$ cat config.mk
export PLATFORM = sky130hd
export DESIGN_NAME = addr_seq_engine
export DESIGN_NICKNAME = d
export VERILOG_FILES = /design/src/rtl/addr_seq_engine.sv
export SDC_FILE = /design/constraint.sdc
export NUM_CORES = 1
export LEC_CHECK = 0
export CAP_MARGIN = 10
export CORE_MARGIN = 1.5
export CORE_UTILIZATION = 35
export DETAILED_ROUTE_END_ITERATION = 12
export MAX_ROUTING_LAYER = met4
export PLACE_DENSITY = 0.68
export SLEW_MARGIN = 10
export SYNTH_ARGS = -nofsm -noshare
export SYNTH_HDL_FRONTEND = slang
export SYNTH_SLANG_ARGS = --single-unit
$ cat constraint.sdc
create_clock -name clk -period 2.43 [get_ports clk]
set_input_delay 0.486 -clock clk [delete_from_list [all_inputs] [get_ports clk]]
set_output_delay 0.486 -clock clk [all_outputs]
set_load 0.01 [all_outputs]
$ cat src/rtl/addr_seq_engine.sv
// addr_seq_engine
//   Drains the driver address FIFO while a program is active and issues
//   vector-memory addresses downstream over a valid/ready handshake. Each FIFO
//   word is a base address. In consecutive mode the base is expanded into a
//   burst of consec_count+1 addresses spaced ADDR_STEP apart. Cycle and issue
//   counters are kept for status readback.
//
//   state   | meaning
//   --------+-----------------------------------------------------------
//   IDLE    | waiting for run_program; counters hold for readback
//   FETCH   | pop one FIFO word, or finish on empty+end, or abort
//   LOAD    | FIFO data valid: capture base address and burst length
//   ISSUE   | present vec_addr until accepted, step through the burst
//   DONE    | one-cycle seq_done pulse, then back to IDLE
//
// Ports
//   clk, reset                 clock, asynchronous active-low reset
//   run_program                start request (IDLE only)
//   end_program                finish once the FIFO is empty between bursts
//   abort_program              terminate from any non-IDLE state
//   freeze_addr_fifo           hold off FIFO reads (bursts continue)
//   send_consec_addr           enable burst expansion
//   consec_count[7:0]          extra addresses per base
//   addr_fifo_dout/empty/rd    FIFO read port (data one cycle after rd)
//   vec_addr/valid/ready       downstream address handshake
//   seq_busy, seq_done         status flags
//   addr_cycle_cnt             non-IDLE cycles in the current run
//   addr_issue_cnt             addresses accepted in the current run
module addr_seq_engine #(
  parameter int ADDR_W    = 32,
  parameter int ADDR_STEP = 4,
  parameter int CNT_W     = 16
) (
  input  logic              clk,
  input  logic              reset,
  input  logic              run_program,
  input  logic              end_program,
  input  logic              abort_program,
  input  logic              freeze_addr_fifo,
  input  logic              send_consec_addr,
  input  logic [7:0]        consec_count,
  input  logic [ADDR_W-1:0] addr_fifo_dout,
  input  logic              addr_fifo_empty,
  output logic              addr_fifo_rd,
  output logic [ADDR_W-1:0] vec_addr,
  output logic              vec_addr_valid,
  input  logic              vec_addr_ready,
  output logic              seq_busy,
  output logic              seq_done,
  output logic [CNT_W-1:0]  addr_cycle_cnt,
  output logic [CNT_W-1:0]  addr_issue_cnt
);

  typedef enum logic [2:0] {
    S_IDLE,
    S_FETCH,
    S_LOAD,
    S_ISSUE,
    S_DONE
  } state_t;

  localparam logic [ADDR_W-1:0] STEP = ADDR_W'(ADDR_STEP);

  state_t     state;
  logic [7:0] remaining;
  logic       fetch_go;
  logic       accept;

  // The read strobe and valid are decoded in the same cycle as the deciding
  // inputs: the FIFO pop must happen in the FETCH cycle itself, and an abort
  // must pull valid down before the address can be taken.
  assign fetch_go       = (state == S_FETCH) && !abort_program &&
                          !addr_fifo_empty && !freeze_addr_fifo;
  assign addr_fifo_rd   = fetch_go;
  assign vec_addr_valid = (state == S_ISSUE) && !abort_program;
  assign accept         = vec_addr_valid && vec_addr_ready;
  assign seq_busy       = (state != S_IDLE);
  assign seq_done       = (state == S_DONE);

  always_ff @(posedge clk or negedge reset) begin
    if (!reset) begin
      state          <= S_IDLE;
      remaining      <= '0;
      vec_addr       <= '0;
      addr_cycle_cnt <= '0;
      addr_issue_cnt <= '0;
    end else begin
      if (state != S_IDLE) begin
        if (addr_cycle_cnt != '1)
          addr_cycle_cnt <= addr_cycle_cnt + CNT_W'(1);
        if (accept && (addr_issue_cnt != '1))
          addr_issue_cnt <= addr_issue_cnt + CNT_W'(1);
      end

      case (state)
        S_IDLE: begin
          if (run_program) begin
            addr_cycle_cnt <= '0;
            addr_issue_cnt <= '0;
            state          <= S_FETCH;
          end
        end
        S_FETCH: begin
          if (abort_program)
            state <= S_DONE;
          else if (fetch_go)
            state <= S_LOAD;
          else if (addr_fifo_empty && end_program)
            state <= S_DONE;
        end
        S_LOAD: begin
          // Burst controls are latched here so mid-burst changes are ignored.
          vec_addr  <= addr_fifo_dout;
          remaining <= send_consec_addr ? consec_count : 8'd0;
          state     <= abort_program ? S_DONE : S_ISSUE;
        end
        S_ISSUE: begin
          if (abort_program) begin
            state <= S_DONE;
          end else if (accept) begin
            if (remaining == 8'd0) begin
              state <= S_FETCH;
            end else begin
              vec_addr  <= vec_addr + STEP;
              remaining <= remaining - 8'd1;
            end
          end
        end
        S_DONE: begin
          state <= S_IDLE;
        end
        default: begin
          state <= S_IDLE;
        end
      endcase
    end
  end

endmodule

### After elaboration in Yosys (flattened, before gate mapping)

Cells that the tools add are included.

* output and inout port bits: 68
* input bits: 49
* register bits after elaboration: 75
* word-level logic and storage cells: 64

* eq/ne operators: 13
* reductions and logical operators: 16
* add/subtract/negate cells: 4
* multiplexer cells: 26

Operator list (number)
* 16-bit 2-to-1 mux: 8
* 32-bit 2-to-1 mux: 3
* 32-bit case mux with 2 select lines: 1
* 16-bit by 1-bit adder with 16-bit output, second input constant: 2
* 32-bit by 3-bit adder with 32-bit output, second input constant: 1
* 8-bit 2-to-1 mux: 4
* 16-bit != test, second input constant: 2
* 3-bit 2-to-1 mux: 8
* 8-bit case mux with 2 select lines: 1
* 3-bit case mux with 4 select lines: 1
* 8-bit zero test: 1
* 2-bit != test, second input constant: 4
* 4-bit AND reduction: 2
* 8-bit by 1-bit subtractor with 8-bit output, second input constant: 1
* 1-bit logical AND: 7
* 3-bit by 2-bit equality test with 1-bit output, second input constant: 2
* 4-bit by 3-bit != test with 1-bit output, second input constant: 1
* 3-bit by 1-bit equality test with 1-bit output, second input constant: 1
* 3-bit equality test, second input constant: 1
* 1-bit zero test: 3
* 3-bit zero test: 1
* 3-bit by 2-bit != test with 1-bit output, second input constant: 1
* 3-bit != test, second input constant: 1
* 3-bit nonzero test: 1
* 2-bit nonzero test: 1

### Longest topological paths before layout

Gate-level depths: netlist (run 1).

* depth after elaboration: 8
* gate-level depth with buffers: 9

### Least setup slack after synthesis (run 1)

No wires, ideal clock.

* path kind: flip-flop to flip-flop
* start point: register vec_addr[2]
* end point: register vec_addr[24]
* stages on the path, launching flop included: 7
* required time: 2.361 ns
* path slack: 0.488 ns
* buffers on the path: 0
* arrival time: 1.874 ns
* setup time: 0.069 ns
* cell sequence: dfrtp_1 > ha_1 > nand3_1 > nor4_1 > nand3_1 > or4_1 > nand3_1

* word-level cells in the longest chain between the ends: 5

Ends and longest elaborated chain
* start: declaration: line 45 `output logic [ADDR_W-1:0] vec_addr,`
* start signal: assignment: line 113 `vec_addr <= addr_fifo_dout;`
* start signal: assignment: line 124 `vec_addr <= vec_addr + STEP;`
* 32-bit by 3-bit adder with 32-bit output: line 124
* 32-bit 2-to-1 mux: line 121 `if (remaining == 8'd0) begin`
* 32-bit 2-to-1 mux: line 120 `end else if (accept) begin`
* 32-bit 2-to-1 mux: line 118 `if (abort_program) begin`
* 32-bit case mux with 2 select lines: line 95 `case (state)`

No other way between the ends. The select of a mux whose other input is x is not followed.
A chain may end at the register's enable or synchronous reset.

### Worst setup path after layout (run 1)

* start point: input port abort_program
* end point: output port vec_addr_valid

* word-level cells in the longest chain between the ends: 2

Ends and longest elaborated chain
* start: declaration: line 38 `input logic abort_program,`
* 1-bit zero test: line 75 `assign vec_addr_valid = (state == S_ISSUE) && !abort_program;`
* 1-bit logical AND: line 75
* end: declaration: line 46 `output logic vec_addr_valid,`

No other way between the ends.

==> out/results.tsv, run 1 <==
stage	metric	value	unit
setup_path	CP Class	in2out	
setup_path	CP peak stage delay	0.55	ns
setup_path	CP required	1.94	ns
detailed_routing	DR iter-0 viols	346	
synth	synth cell count leaders	75 x dfrtp_1, 58 x nor2_1, 52 x nand2_1	
floorplan	initial core utilization	0.3574	
floorplan	I/O Pins	117	
cells_and_area	area delta synth->final	38.27	%
power	worst vdd ir	0.5365	mV
synth	most frequent cell after synthesis	dfrtp_1	
placed_design	Setup WS pre-CTS	-0.01791	ns
synth	Seq/Total Area, Yosys	0.4178	
synth	asr flop ratio synth	1.000	
clocking	H-tree levels	3	
synth	Synth Cell Area	4492	um^2
synth	post-synth top area share	0.4178	
power	PD cells	902.5	nW/um^2
detailed_routing	routed vias	4582	
global_routing	number of global-route vias before repair	4231	
synth	Ys Warns	0	
setup_path	Critical Path Slowest Stage Cell	clkdlybuf4s50_1	
global_routing	initial antenna violation count	0	
sta	Period minus WS final	2.385	ns
synth	Synthesized Nets	577	
sta	period utilization	0.9814	
synth	Yosys top cell by area	dfrtp_1	
placed_design	I/O Buffers	116	
cells_and_area	Layout Cells excl Fill	821	
synth	Synth area leaders	dfrtp_1 42%, a21oi_1 4.9%, nor2_1 4.8%, nand2_1 4.3%, nand3_1 4.1%	
setup_path	CP Capture Type	output pin	
setup_path	CP arrival	1.90	ns
sta	Setup TNS	0	ns
setup_path	ordered cell list for the critical path	clkdlybuf4s50_1, and4bb_4, clkdlybuf4s50_1	
sta	RSZ-0062 raised after global routing	no	
placed_design	placed insts	803	
synth	Mapped Cells	523	
power	Leak	2.395	nW
sta	measured slew at the worst slew-check pin	0.7643	ns
floorplan	chip height	116.3	um
global_routing	largest net degree at the start of global routing	52	
sta	Slew Limit Fails	0	
clocking	Clock transition at path regs	0.05	ns
detailed_routing	WL/cell	15.96	um
sta	Final setup viols	0	
global_routing	first-pass GRT wire length	21380	um
outcome	outcome	complete, no violations	
power	overall power	5.605	mW
flow_run	Max-Cap Viols	0	
synth	most common flop cell mapped by yosys	dfrtp_1	
floorplan	chip width	116.3	um
detailed_routing	final WL	13100	um
global_routing	total track usage	0.2085	
cells_and_area	share of layout cells above drive strength 1	0.08320	
placed_design	DPL Wire Length	9433	um
placed_design	gpl congestion	0.8678	
clocking	CTS Root Cell	clkbuf_16	
setup_path	most used cell, CP	clkdlybuf4s50_1	
synth	post-synth cell types	66	
synth	Yosys reg bits	75	
sta	Final Skew	0.005077	ns
cells_and_area	ant diodes	0	
synth	number of synthesized flops with an enable pin	0	
detailed_routing	Via-to-Cell Ratio	5.581	
detailed_routing	drt first pass iters	5	
clocking	clock network latency to the later pin of the worst-skew pair	0.35	ns
clocking	CTS tree	yes	
sta	final worst-path setup slack	0.04520	ns
detailed_routing	DRC	0	
sta	Slew headroom	0.4905	
clocking	CTS max path bufs	2	
min_path	Hold Crit Class	in2async	
cells_and_area	Final #Nets	698	
sta	Peak Freq	419.3	MHz
clocking	cts hold-fix bufs	0	
synth	Post-Syn Area per Cell	8.589	um^2
floorplan	site row count	41	
clocking	CTS Buf Count	9	
floorplan	Core Box Area	12570	um^2
setup_path	Critical Path Fanout Max	5	
floorplan	DIE AREA	13520	um^2
global_routing	total gr overflow	0	
setup_path	CP startpoint kind	primary input	
detailed_routing	Routed Antenna Nets	0	
clocking	CTS sink cnt	75	
sta	final hold vios	0	
[report_power, final]
part	total [mW]	switching [mW]	internal [mW]
clock	1.26	0.515	0.745
combinational	2.16	1.02	1.14
sequential	2.18	0.568	1.61
total	5.61	2.11	3.50
[worst max-delay path, delay by kind of cell]
kind,cells,cell delay [ns]
buffers and inverters,2,1.02
and+or+nand+nor,1,0.39
[per-stage QoR]
| step | utilization | area (um^2) | hold slack, ns |
|---|---|---|---|
| after global routing | 0.4942 | 6211 | 0.1834 |
| final | 0.4942 | 6211 | 0.1317 |
| after floorplan | - | 4492 | 0.1904 |
| after global placement | 0.4704 | 5912 | 0.4906 |
| after CTS | 0.4930 | 6196 | 0.1512 |
| after detailed placement | 0.4704 | 5912 | 0.4990 |
[kinds of logic after synthesis]
| family | share of synthesized area |
|---|---|
| simple gates | 0.2919 |
| compound gates | 0.1955 |
| flops | 0.4178 |
| buf+inv | 0.03565 |
| xor+xnor | 0.03120 |
| mux | 0.01393 |
| fa+ha+maj | 0.01393 |
[layout by cell type (no fill, tap or decap), drive strengths merged, types with 9 or more instances in the layout]
cell type,instances
clkdlybuf4s50,115
dfrtp,75
nor2,58
nand2,53
a21oi,44
nand3,37
o21ai,37
buf,22
nor3,18
xnor2,16
nand4,16
and3,14
clkbuf,14
nor4,12
o22ai,9
[path summary, 6_finish.rpt]
| kind | from | endpoint | slack [ns] | depth (start not counted) |
|---|---|---|---|---|
| setup / recovery | abort_program | vec_addr_valid | 0.05 | 3 |
| hold / removal | reset | vec_addr[3] | 0.13 | 1 |
| setup reg to reg | remaining[0] | vec_addr[12] | 0.19 | 8 |
| hold reg to reg | vec_addr[0] | vec_addr[0] | 0.50 | 1 |
| max in group asynchronous | reset | addr_issue_cnt[4] | 1.70 | 2 |
| min in group clk | vec_addr[0] | vec_addr[0] | 0.50 | 1 |
[final cells by class]
class                           count  area, um^2
Inverter                            7       26.28
Timing Repair Buffer              137        1354
Fill cell                        1201        6357
Multi-Input combinational cell    414        2465
Tap cell                          172       215.2
Sequential cell                    75        1877
Clock inverter                      2       10.01
Clock buffer                       14       264.0
[routing by layer]
| metal | track usage | vias to the layer above | wire length, um |
|---|---|---|---|
| met4 | 0.07073 | 0 | 209 |
| li1 | - | 2207 | - |
| met1 | 0.2852 | 2173 | 6125 |
| met3 | 0.04774 | 14 | 1010 |
| met2 | 0.3047 | 188 | 5758 |
| met5 | - | - | 0 |
[flip-flops by register name, summed over array words and instances, names as in the netlist]
signal and count:
vec_addr 32, addr_cycle_cnt 16, addr_issue_cnt 16, remaining 8, state 3
[what timing repair did]
item	4_1_cts	5_1_grt
pin swaps	0	1
setup endpoints to repair	2	1
resized for setup	2	0
hold endpoints to repair	0	0
buffers inserted	0	2
(Power assumes the default switching activity.)
==> inputs of run 2 (changes only) <==
- CAP_MARGIN: 10 -> 15
- HOLD_SLACK_MARGIN: unset -> 0.06
==> results of run 2 <==
Final layout, timing and power as in run 1 (identical DEF).
==> inputs of run 3 (changes only) <==
- CTS_CLUSTER_SIZE: unset -> 30
==> results of run 3 <==
Final layout, timing and power as in run 1 (identical DEF).
